### config.mk
export PLATFORM = sky130hd
export DESIGN_NAME = add3_share_arbiter
export DESIGN_NICKNAME = d
export VERILOG_FILES = /design/src/rtl/add3_share_pkg.sv /design/src/rtl/add3_share_arbiter_add3_core.sv /design/src/rtl/add3_share_arbiter.sv
export SDC_FILE = /design/constraint.sdc
export NUM_CORES = 1
export LEC_CHECK = 0
export CORE_ASPECT_RATIO = 0.75
export CORE_MARGIN = 2
export CORE_UTILIZATION = 46
export CTS_CLUSTER_DIAMETER = 120
export DETAILED_ROUTE_END_ITERATION = 8
export PLACE_DENSITY = 0.79
export SETUP_SLACK_MARGIN = 0.1
export SLEW_MARGIN = 0
export SYNTH_ARGS = -nofsm -noshare
export SYNTH_HDL_FRONTEND = slang
export SYNTH_SLANG_ARGS = --single-unit
### constraint.sdc
create_clock -name clk -period 5.35 [get_ports clk]
set_input_delay 1.07 -clock clk [delete_from_list [all_inputs] [get_ports clk]]
set_output_delay 1.07 -clock clk [all_outputs]
set_load 0.02 [all_outputs]
### src/rtl/add3_share_pkg.sv
// Shared constants, slot-state encoding and round-robin pick helper for add3_share_arbiter.
// Optional feature macro: ADD3_SHARE_CARRY_EN (carry-out of the shared adder).
package add3_share_pkg;

    localparam int DEFAULT_WIDTH = 4;
    localparam int DEFAULT_NREQ  = 3;
    localparam int MAX_NREQ      = 16;

    typedef enum logic [0:0] {
        SLOT_EMPTY = 1'b0,
        SLOT_FULL  = 1'b1
    } slot_state_e;

    // Next grant: first set bit of valid after 'last', wrapping at nreq rather
    // than at a power of two so non-power-of-two requester counts stay fair.
    function automatic logic [3:0] rr_pick(input logic [MAX_NREQ-1:0] valid,
                                           input logic [3:0]          last,
                                           input int                  nreq);
        int         cand;
        logic       found;
        logic [3:0] pick;
        pick  = last;
        found = 1'b0;
        for (int k = 1; k <= MAX_NREQ; k++) begin
            cand = int'(last) + k;
            if (cand >= nreq) begin
                cand = cand - nreq;
            end
            if ((k <= nreq) && !found && valid[cand[3:0]]) begin
                pick  = cand[3:0];
                found = 1'b1;
            end
        end
        return pick;
    endfunction

endpackage

### src/rtl/add3_share_arbiter_add3_core.sv
// Purely combinational 3-operand modular adder; the shared resource behind the arbiter.
// With ADD3_SHARE_CARRY_EN defined it also returns the two bits above the WIDTH-bit sum.
module add3_core #(
    parameter int WIDTH = 4
) (
    input  logic [WIDTH-1:0] in1,
    input  logic [WIDTH-1:0] in2,
    input  logic [WIDTH-1:0] in3,
`ifdef ADD3_SHARE_CARRY_EN
    output logic [1:0]       carry,
`endif
    output logic [WIDTH-1:0] sum
);

`ifdef ADD3_SHARE_CARRY_EN
    logic [WIDTH+1:0] full_sum;

    // Three WIDTH-bit operands need at most WIDTH+2 bits.
    assign full_sum = {2'b00, in1} + {2'b00, in2} + {2'b00, in3};
    assign sum      = full_sum[WIDTH-1:0];
    assign carry    = full_sum[WIDTH+1:WIDTH];
`else
    assign sum = in1 + in2 + in3;
`endif

endmodule

### src/rtl/add3_share_arbiter.sv
// Round-robin arbiter sharing one 3-operand adder among NREQ requesters, single-entry response slot.
// Optional feature macro: ADD3_SHARE_CARRY_EN adds the registered rsp_carry output.
//
// Handshake: a transfer happens on a rising edge where valid & ready are both 1.
// Ready never waits on valid of the same channel beyond arbitration; valid, once
// raised by this block (rsp_valid), holds its payload stable until rsp_ready.
module add3_share_arbiter
    import add3_share_pkg::*;
#(
    parameter int WIDTH = DEFAULT_WIDTH,
    parameter int NREQ  = DEFAULT_NREQ,
    parameter int IDW   = $clog2(NREQ),
    parameter int CNTW  = 16
) (
    input  logic                  clk,
    input  logic                  rst,
    input  logic [NREQ-1:0]       req_valid,
    input  logic [NREQ*WIDTH-1:0] req_in1,
    input  logic [NREQ*WIDTH-1:0] req_in2,
    input  logic [NREQ*WIDTH-1:0] req_in3,
    output logic [NREQ-1:0]       req_ready,
    output logic                  rsp_valid,
    input  logic                  rsp_ready,
    output logic [WIDTH-1:0]      rsp_sum,
    output logic [IDW-1:0]        rsp_id,
`ifdef ADD3_SHARE_CARRY_EN
    output logic [1:0]            rsp_carry,
`endif
    output logic [CNTW-1:0]       op_count,
    output slot_state_e           slot_state
);

    slot_state_e           state_q, state_d;
    logic [IDW-1:0]        last_grant;
    logic [IDW-1:0]        grant;
    logic [MAX_NREQ-1:0]   valid_wide;
    logic                  any_valid;
    logic                  slot_free;
    logic                  accept;
    logic [WIDTH-1:0]      sel_in1, sel_in2, sel_in3;
    logic [WIDTH-1:0]      core_sum;
`ifdef ADD3_SHARE_CARRY_EN
    logic [1:0]            core_carry;
`endif

    assign rsp_valid  = (state_q == SLOT_FULL);
    assign slot_state = state_q;
    assign slot_free  = ~rsp_valid | rsp_ready;
    assign any_valid  = |req_valid;

    always_comb begin
        valid_wide = '0;
        for (int r = 0; r < NREQ; r++) begin
            valid_wide[r] = req_valid[r];
        end
    end

    assign grant = IDW'(rr_pick(valid_wide, 4'(last_grant), NREQ));

    always_comb begin
        req_ready = '0;
        if (!rst && slot_free && any_valid) begin
            req_ready[grant] = 1'b1;
        end
    end

    assign accept = |(req_valid & req_ready);

    assign sel_in1 = req_in1[grant*WIDTH +: WIDTH];
    assign sel_in2 = req_in2[grant*WIDTH +: WIDTH];
    assign sel_in3 = req_in3[grant*WIDTH +: WIDTH];

    add3_core #(
        .WIDTH (WIDTH)
    ) u_core (
        .in1   (sel_in1),
        .in2   (sel_in2),
        .in3   (sel_in3),
`ifdef ADD3_SHARE_CARRY_EN
        .carry (core_carry),
`endif
        .sum   (core_sum)
    );

    always_ff @(posedge clk) begin
        if (rst) begin
            state_q <= SLOT_EMPTY;
        end else begin
            state_q <= state_d;
        end
    end

    // A drain and a new accept in the same cycle keep the slot FULL.
    always_comb begin
        state_d = state_q;
        case (state_q)
            SLOT_EMPTY: if (accept) state_d = SLOT_FULL;
            SLOT_FULL: begin
                if (accept) begin
                    state_d = SLOT_FULL;
                end else if (rsp_ready) begin
                    state_d = SLOT_EMPTY;
                end
            end
            default: state_d = SLOT_EMPTY;
        endcase
    end

    always_ff @(posedge clk) begin
        if (rst) begin
            rsp_sum    <= '0;
            rsp_id     <= '0;
            last_grant <= IDW'(NREQ - 1);
            op_count   <= '0;
        end else if (accept) begin
            rsp_sum    <= core_sum;
            rsp_id     <= grant;
            last_grant <= grant;
            if (op_count != {CNTW{1'b1}}) begin
                op_count <= op_count + 1'b1;
            end
        end
    end

`ifdef ADD3_SHARE_CARRY_EN
    always_ff @(posedge clk) begin
        if (rst) begin
            rsp_carry <= '0;
        end else if (accept) begin
            rsp_carry <= core_carry;
        end
    end
`endif

endmodule

# After elaboration in Yosys (flattened, before gate mapping)
# Cells that the tools add are included.
dict set report totals {
  reg_bits 25
  input_bits 42
  output_inout_bits 27
  wordCells 61
}
dict set report classes {
  n_addsub 9
  order_cmp 8
  eq_ne 1
  shifts 3
  muxes 21
  n_bitwise 3
  reduce_logical 11
}
# cell count
set op_table {}
lappend op_table {{indexed part select 12 x 5 -> 4 bit} 3}
lappend op_table {{adder 16 x 1 -> 16 bit (second input constant)} 1}
lappend op_table {{inequality test 16 bit (second input constant)} 1}
lappend op_table {{less-than comparator 4 x 5 -> 1 bit (second input constant)} 3}
lappend op_table {{binary-select mux 1 bit (select 4 bit)} 3}
lappend op_table {{two-way mux 4 bit} 3}
lappend op_table {{subtractor 3 x 2 -> 4 bit (second input constant)} 3}
lappend op_table {{>= comparator 3 x 2 -> 1 bit (second input constant)} 3}
lappend op_table {{two-way mux 1 bit} 9}
lappend op_table {{adder 4 bit} 2}
lappend op_table {{adder 2 x 2 -> 3 bit (second input constant)} 2}
lappend op_table {{two-way mux 2 bit} 3}
lappend op_table {{OR reduction 3 bit} 2}
lappend op_table {{logical AND 1 bit} 5}
lappend op_table {{adder 2 x 1 -> 3 bit (second input constant)} 1}
lappend op_table {{bitwise AND 3 bit} 1}
lappend op_table {{logical NOT 1 bit} 3}
lappend op_table {{less-than comparator 2 x 3 -> 1 bit (second input constant)} 1}
lappend op_table {{two-way mux 3 bit} 1}
lappend op_table {{demux 1 bit (select 2 bit)} 1}
lappend op_table {{>= comparator 2 x 1 -> 1 bit (second input constant)} 1}
lappend op_table {{one-hot mux 1 bit (2 select lines)} 1}
lappend op_table {{AND reduction 2 bit} 1}
lappend op_table {{NOT 1 bit} 1}
lappend op_table {{bitwise OR 1 bit} 1}

# Longest topological paths before layout
dict set report depth {
  depth_word 21
  depth_mapped 19
  mapped_depth_nobuf 17
}

# Hierarchy
# A second synthesis with hierarchy kept.
dict set report unflattened {
  cells_unflattened 221
  hier_area_um2 1934.4
}
# module instances cells_per_inst area_each_um2 seq_area_each_um2
set modules_own_cells {}
lappend modules_own_cells {add3_share_arbiter 1 208 1783.0 480.5}
lappend modules_own_cells {add3_core 1 13 151.4 0.0}

# Worst setup path after synthesis
# OpenSTA, ideal clock, no wires.
dict set report synth_timing {
  kind {input to register}
  start {in req_valid[0]}
  end {reg rsp_sum[3]}
  setup_ps 79
  arrival_time_ps 4484
  t_required_ps 5271
  path_slack_ps 787
  cell_stages 16
  path_buffers 1
  cell_sequence {mux2_4 -> a22o_4 -> a211o_1 -> nand2_1 -> buf_2 -> mux2i_1 -> nor2_1 -> a21oi_1 -> fa_1 -> inv_1 -> ha_1 -> inv_1 -> fa_1 -> xor2_1 -> xnor3_1 -> a211oi_2}
}
dict set report synth_between {
  elab_chain_cells 16
  elab_cells_between_ends 30
}
# element line_no
set synth_rtl {}
lappend synth_rtl {{start: declaration} add3_share_arbiter.sv:17} ;# input logic [NREQ-1:0] req_valid,
lappend synth_rtl {{parallel branches: the longest is 16 deep, another holds adder 4 bit} -}
lappend synth_rtl {{end signal: assignment} add3_share_arbiter.sv:116} ;# rsp_sum <= core_sum;
lappend synth_rtl {{end: declaration} add3_share_arbiter.sv:24} ;# output logic [WIDTH-1:0] rsp_sum,
# Parallel ways; which one is timed is not known. The select of a mux whose other input is x is not followed.
# A chain may end at the register's enable or synchronous reset.

# Final worst setup path
dict set report layout_timing {
  start {in req_valid[1]}
  end {reg rsp_sum[3]}
}
# Same word-level chain as after synthesis.

==> key figures <==
Cells and area
  • Most frequent cells in the layout: 68 x clkdlybuf4s50_1, 24 x dfxtp_1, 23 x a21oi_1, 20 x nand2_1, 18 x nor2_1
  • Syn-to-layout area delta: 39.2%
  • Post-layout util: 68.1%
  • Most common cell after layout, fill and taps aside: clkdlybuf4s50_1
  • Fin nets: 371
  • Ratio of cells with drive above 1 in the final layout: 8.23%
  • Diodes inserted: 0

Timing
  • Slew HR: 34.7%
  • Final Hold Fails: 0
  • Tmin final: 4.92 ns
  • Setup violators final: 0
  • RSZ-0062 raised after global routing: no
  • Final number of max-transition violations: 0
  • Clk_skew: 0.0109 ns
  • Period utilization: 91.9%
  • Max Fclk: 203 MHz
  • Setup TNS: 0 ns
  • Worst slew pin tran: 0.979 ns

Outcome
  • Status: finished, final reports clean

Global route
  • Largest net degree at the start of global routing: 29
  • Vias in the first global route: 1890
  • Total gr overflow: 0
  • Initial antenna violation count: 0
  • Overall Global Routing Usage: 22.0%
  • First-pass GRT wire length: 8660 microns

Worst setup path
  • Crit Path Class: primary input to register
  • Arr. time, crit path: 5.11 ns
  • Critical Path Sink Type: register
  • Critical Path RT: 5.55 ns
  • Setup crit start kind: primary input
  • Crit Path Max Fanout: 10

Placement
  • Post-DP HPWL: 4020 microns
  • Placer Congestion: 0.938
  • Port Buf Inserts: 68

Routing
  • DRT Pass-1 Iters: 4
  • DRC: 0
  • Iteration-0 DRC Markers: 112
  • Drt via density: 5.51
  • Vias: 2046
  • DR WL/cell: 14.1 microns
  • Final wirelength: 5240 microns
  • Routed Antenna Nets: 0

Yosys
  • Post-synth EDFFs: 0
  • Post-synthesis cell area: 0.00203 sq mm
  • Share of synthesized registers carrying an async set or reset: 0%
  • Top_reg_cell synth: dfxtp_1
  • Number of distinct library cells after synthesis: 56
  • Post-synthesis cell count: 250
  • Yosys reg bits: 24
  • Syn_nets: 304
  • Yosys Warn Count: 0
  • Mean Syn Cell Area: 8.13 sq um
  • Sequential fraction of the synthesis area: 23.6%

Hold path
  • Worst Hold Class: register to register

Power
  • Leakage: 1.10 nW
  • Flop pwr share: 14.4%
  • Clk network pwr share: 10.2%
  • Comb power frac: 75.4%
  • Sw Ratio: 44.0%
  • PwrDens: 544 mW/mm^2
  • VDD IR-drop max: 368 uV
  • Internal power: 0.000862 W
  • NetSw: 0.000676 W

Clocking
  • Post-CTS sizing: 0
  • CTS Sinks: 24
  • CTS max path bufs: 2
  • Clk_lat worst skew: 0.27 ns
  • Clk root buf: clkbuf_8
  • CTS buffer count: 3
  • Hold_buf cts: 0
  • CTS tree: built
  • H-tree depth: 1
  • # Post-CTS Setup Buffers: 0
  • CTS clk-pin slew, worst paths: 0.09 ns

Floorplanning
  • Die area: 0.00497 sq mm
  • Die height: 61.6 microns
  • Initial Util: 48.9%
  • Core Footprint: 0.00415 sq mm
  • Die span in x: 80.7 microns
  • I/O pin count: 69
  • Cell Rows: 20

Flow run
  • Max-cap violation count: 0
-- sequential cells by signal, summed over array words and instances, names as in the netlist --
register / flops
op_count: 16
rsp_id: 1
rsp_valid: 1
rsp_sum: 4
last_grant: 2
-- worst paths after layout --
kind	depth (start not counted)	endpoint	start	slack (ns)
worst min register to register	2	rsp_id[1]	rsp_id[1]	0.47
worst max-delay path	15	rsp_sum[3]	req_valid[1]	0.43
worst max register to register	17	rsp_sum[3]	last_grant[1]	0.65
worst min-delay path	2	rsp_id[1]	rsp_id[1]	0.47
-- metal layers --
layer  GRT usage, %  wire [microns]
met2           37.0            2370
met4           1.45               6
met3           4.55             411
met1           30.8            2450
met5              0               0
-- power groups by stage --
stage | logic (W) | registers, W | clock network [W]
6_report | 0.00116 | 0.000222 | 0.000157
5_1_grt | 0.00130 | 0.000226 | 0.000170
4_1_cts | 0.00116 | 0.000222 | 0.000161
3_5_place_dp | 0.00115 | 0.000226 | 0
3_3_place_gp | 0.00112 | 0.000225 | 0
2_1_floorplan | 0.000876 | 0.000249 | 0
-- per-stage QoR --
| stage | std cells | area (sq um) | setup slack, ns | power [W] | hold WS (ns) |
|---|---|---|---|---|---|
| 2_1_floorplan | 250 | 2030 | 0.787 | 0.00112 | 0.533 |
| 6_report | 371 | 2830 | 0.435 | 0.00154 | 0.475 |
| 5_1_grt | 371 | 2830 | 0.112 | 0.00170 | 0.519 |
| 3_3_place_gp | 367 | 2750 | 0.335 | 0.00135 | 0.460 |
| 3_5_place_dp | 367 | 2750 | 0.147 | 0.00138 | 0.461 |
| 4_1_cts | 371 | 2820 | 0.436 | 0.00154 | 0.483 |
-- synth_stat cells (all sizes together) (5+ instances only) --
master	n	area (sq um)
buf	9	70.1
o31ai	5	51.3
or3	10	62.6
and3	11	78.8
nor3	5	25.0
nor2	18	67.6
inv	11	41.3
o21ai	16	87.6
nand2	20	75.1
a211oi	5	42.5
ha	8	100
dfxtp	24	480
mux2i	17	170
a21oi	24	124
nand3	15	75.1
-- critical path: stages --
cell	delay [ns]
clkdlybuf4s50_1	0.67
a21boi_1	0.10
a221oi_1	0.38
a211oi_2	0.16
o31ai_4	0.26
and2_1	0.37
a21oi_1	0.17
fa_1	0.50
inv_1	0.07
ha_1	0.14
inv_1	0.05
fa_1	0.37
xor2_1	0.16
xnor3_1	0.42
a211oi_2	0.22
-- logic make-up after synthesis --
family	Yosys count	synth area share, %
fa+ha+maj	12	8.87
mux	18	9.11
flops	24	23.6
buf+inv	24	6.22
xor+xnor	5	2.83
simple gates	96	24.6
compound gates	71	24.8
-- layout make-up --
class / count / area (sq um)
Tap cell: 55 / 68.8
Multi-Input combinational cell: 202 / 1430
Timing Repair Buffer: 75 / 733
Fill cell: 362 / 1330
Clock inverter: 1 / 30.0
Sequential cell: 24 / 480
Clock buffer: 3 / 41.3
Inverter: 11 / 41.3
Power figures use the tool's default switching activity.
==> edit (config.mk and constraints unchanged) <==
The parameter `CNTW` goes from 16 to 17.
--- a/src/rtl/add3_share_arbiter.sv
+++ b/src/rtl/add3_share_arbiter.sv
@@ -10,7 +10,7 @@
     parameter int WIDTH = DEFAULT_WIDTH,
     parameter int NREQ  = DEFAULT_NREQ,
     parameter int IDW   = $clog2(NREQ),
-    parameter int CNTW  = 16
+    parameter int CNTW  = 17
 ) (
     input  logic                  clk,
     input  logic                  rst,
Interface: changed (resized op_count); port bits go from 69 to 70. The function was not compared with the original's and may differ.
==> edit against the unedited design <==
Clock power down 31%. Synthesized cell count fell by 8.4%. Die area shrank 2.2%. Area after synthesis down 2.3%. Sequential cell count up 1. Non-clock buffer count unchanged. Setup slack better by 0.018 ns. Cell area is 0.97% lower. Wire length decreased by 11%. Power down 1.2%. Register-to-register slack lost 0.10 ns. Largest cell class unchanged.
==> edit: results (changes against the unedited design) <==
| Metric | Value |
|---|---|
| Share of cells above drive strength 1 | `10.07% (+1.8 points)` |
| Iter 0 DRT Violations | `62 (-45%)` |
| Critical Path Source | `req_valid[0]` |
| GR Util All Layers | `19.64% (-2.3 points)` |
| Register area share after synthesis | `25.22% (+1.6 points)` |
| Top Registers | `op_count (17), rsp_sum (4), last_grant (2)` |
| Synthesized area per cell | `8.666 sq um (+6.6%)` |
| Drt first pass iters | `5 (+1)` |
| Area after DPL | `0.002748 sq mm (about the same)` |
| Internal reg-to-reg setup slack | `0.55 ns (-0.10 ns)` |
| H-tree levels | `1 (unchanged)` |
| Final WL | `4677 um (-11%)` |
| Reg2reg path depth | `16 (-1)` |
| Synth area leaders | `dfxtp_1, mux2i_1, a21oi_1` |
| WHS | `0.4884 ns (+0.01392 ns)` |
| Beginning of the worst hold path | `rsp_id[1]` |
| Critical path peak fanout | `12 (+2)` |
| Fillers | `334 (-7.7%)` |
| Critical path arrival | `5.08 ns (-0.03 ns)` |
| Reg2Reg Launch Point | `last_grant[0]` |
| Worst VDD drop | `323.9 uV (-12%)` |
| HPWL after detailed placement | `3729 um (-7.1%)` |
| Vias in the first global route | `1647 (-13%)` |
| LEAKAGE | `1.069 nW (-2.4%)` |
| Slew headroom | `68.18% (+33 points)` |
| Port bufs | `69 (+1.5%)` |
| Mux share of post-synthesis cell area | `9.773% (+0.66 points)` |
| Crit path max-delay family | `adder cells` |
| Wire length per cell | `13.25 um (-6.2%)` |
| Yosys cell types | `50 (-11%)` |
| Destination of the worst hold path | `rsp_id[1]` |
| Post-Synth Adder-Cell Area | `9.710% (+0.84 points)` |
| List of most frequent post-synthesis cells | `dfxtp_1, a21oi_1, nand2_1` |
| Via/cell ratio | `5.212 (-5.5%)` |
| Status | `complete, no violations` |
| Max incr delay on CP | `0.53 ns (-0.14 ns)` |
| First-pass GRT wire length | `7665 um (-11%)` |
| Post-Synth XOR/XNOR Area | `5.549% (+2.7 points)` |
==> edit: routing by layer <==
layer | wire (um) | vias up | GRT usage (%)
li1 | - | 946 | -
met1 | 2325 | 842 | 28.78
met2 | 2006 | 50 | 30.73
met3 | 331 | 2 | 4.613
met4 | 14 | 0 | 2.179
met5 | 0 | - | 0
==> edit: power groups by stage <==
stage / registers (W) / logic [W] / clock network [W]
2_1_floorplan: 0.000265 / 0.000862 / 0
3_3_place_gp: 0.000242 / 0.00115 / 0
3_5_place_dp: 0.000243 / 0.00117 / 0
4_1_cts: 0.000239 / 0.00118 / 0.000113
5_1_grt: 0.000243 / 0.00132 / 0.000119
6_report: 0.000239 / 0.00117 / 0.000109
==> edit: how the worst max path moves through the flow <==
stage,end
2_1_floorplan,rsp_sum[3]
3_3_place_gp,rsp_sum[3]
3_5_place_dp,rsp_sum[3]
4_1_cts,rsp_sum[3]
5_1_grt,rsp_sum[3]
6_report,rsp_sum[3]
==> edit: timing repair <==
action / 4_1_cts / 5_1_grt
hold endpoints to repair: 0 / 0
resized for setup: 0 / 2
setup endpoints to repair: 0 / 1
==> edit: metrics by stage <==
stage | total power [W] | setup WS, ns
2_1_floorplan | 0.001127 | 0.4508
3_3_place_gp | 0.001395 | 0.2407
3_5_place_dp | 0.001415 | 0.1538
4_1_cts | 0.001534 | 0.4149
5_1_grt | 0.001687 | 0.1476
6_report | 0.001520 | 0.4527
==> edit: final cells by class <==
class,count,area [sq um],share of cell area (%)
clock buffers,4,45.04,1.609
inverters,13,48.80,1.743
multi-input cells,181,1389,49.60
flip-flops and latches,25,500.5,17.87
well taps,55,68.82,2.458
repair buffers,75,748.2,26.72
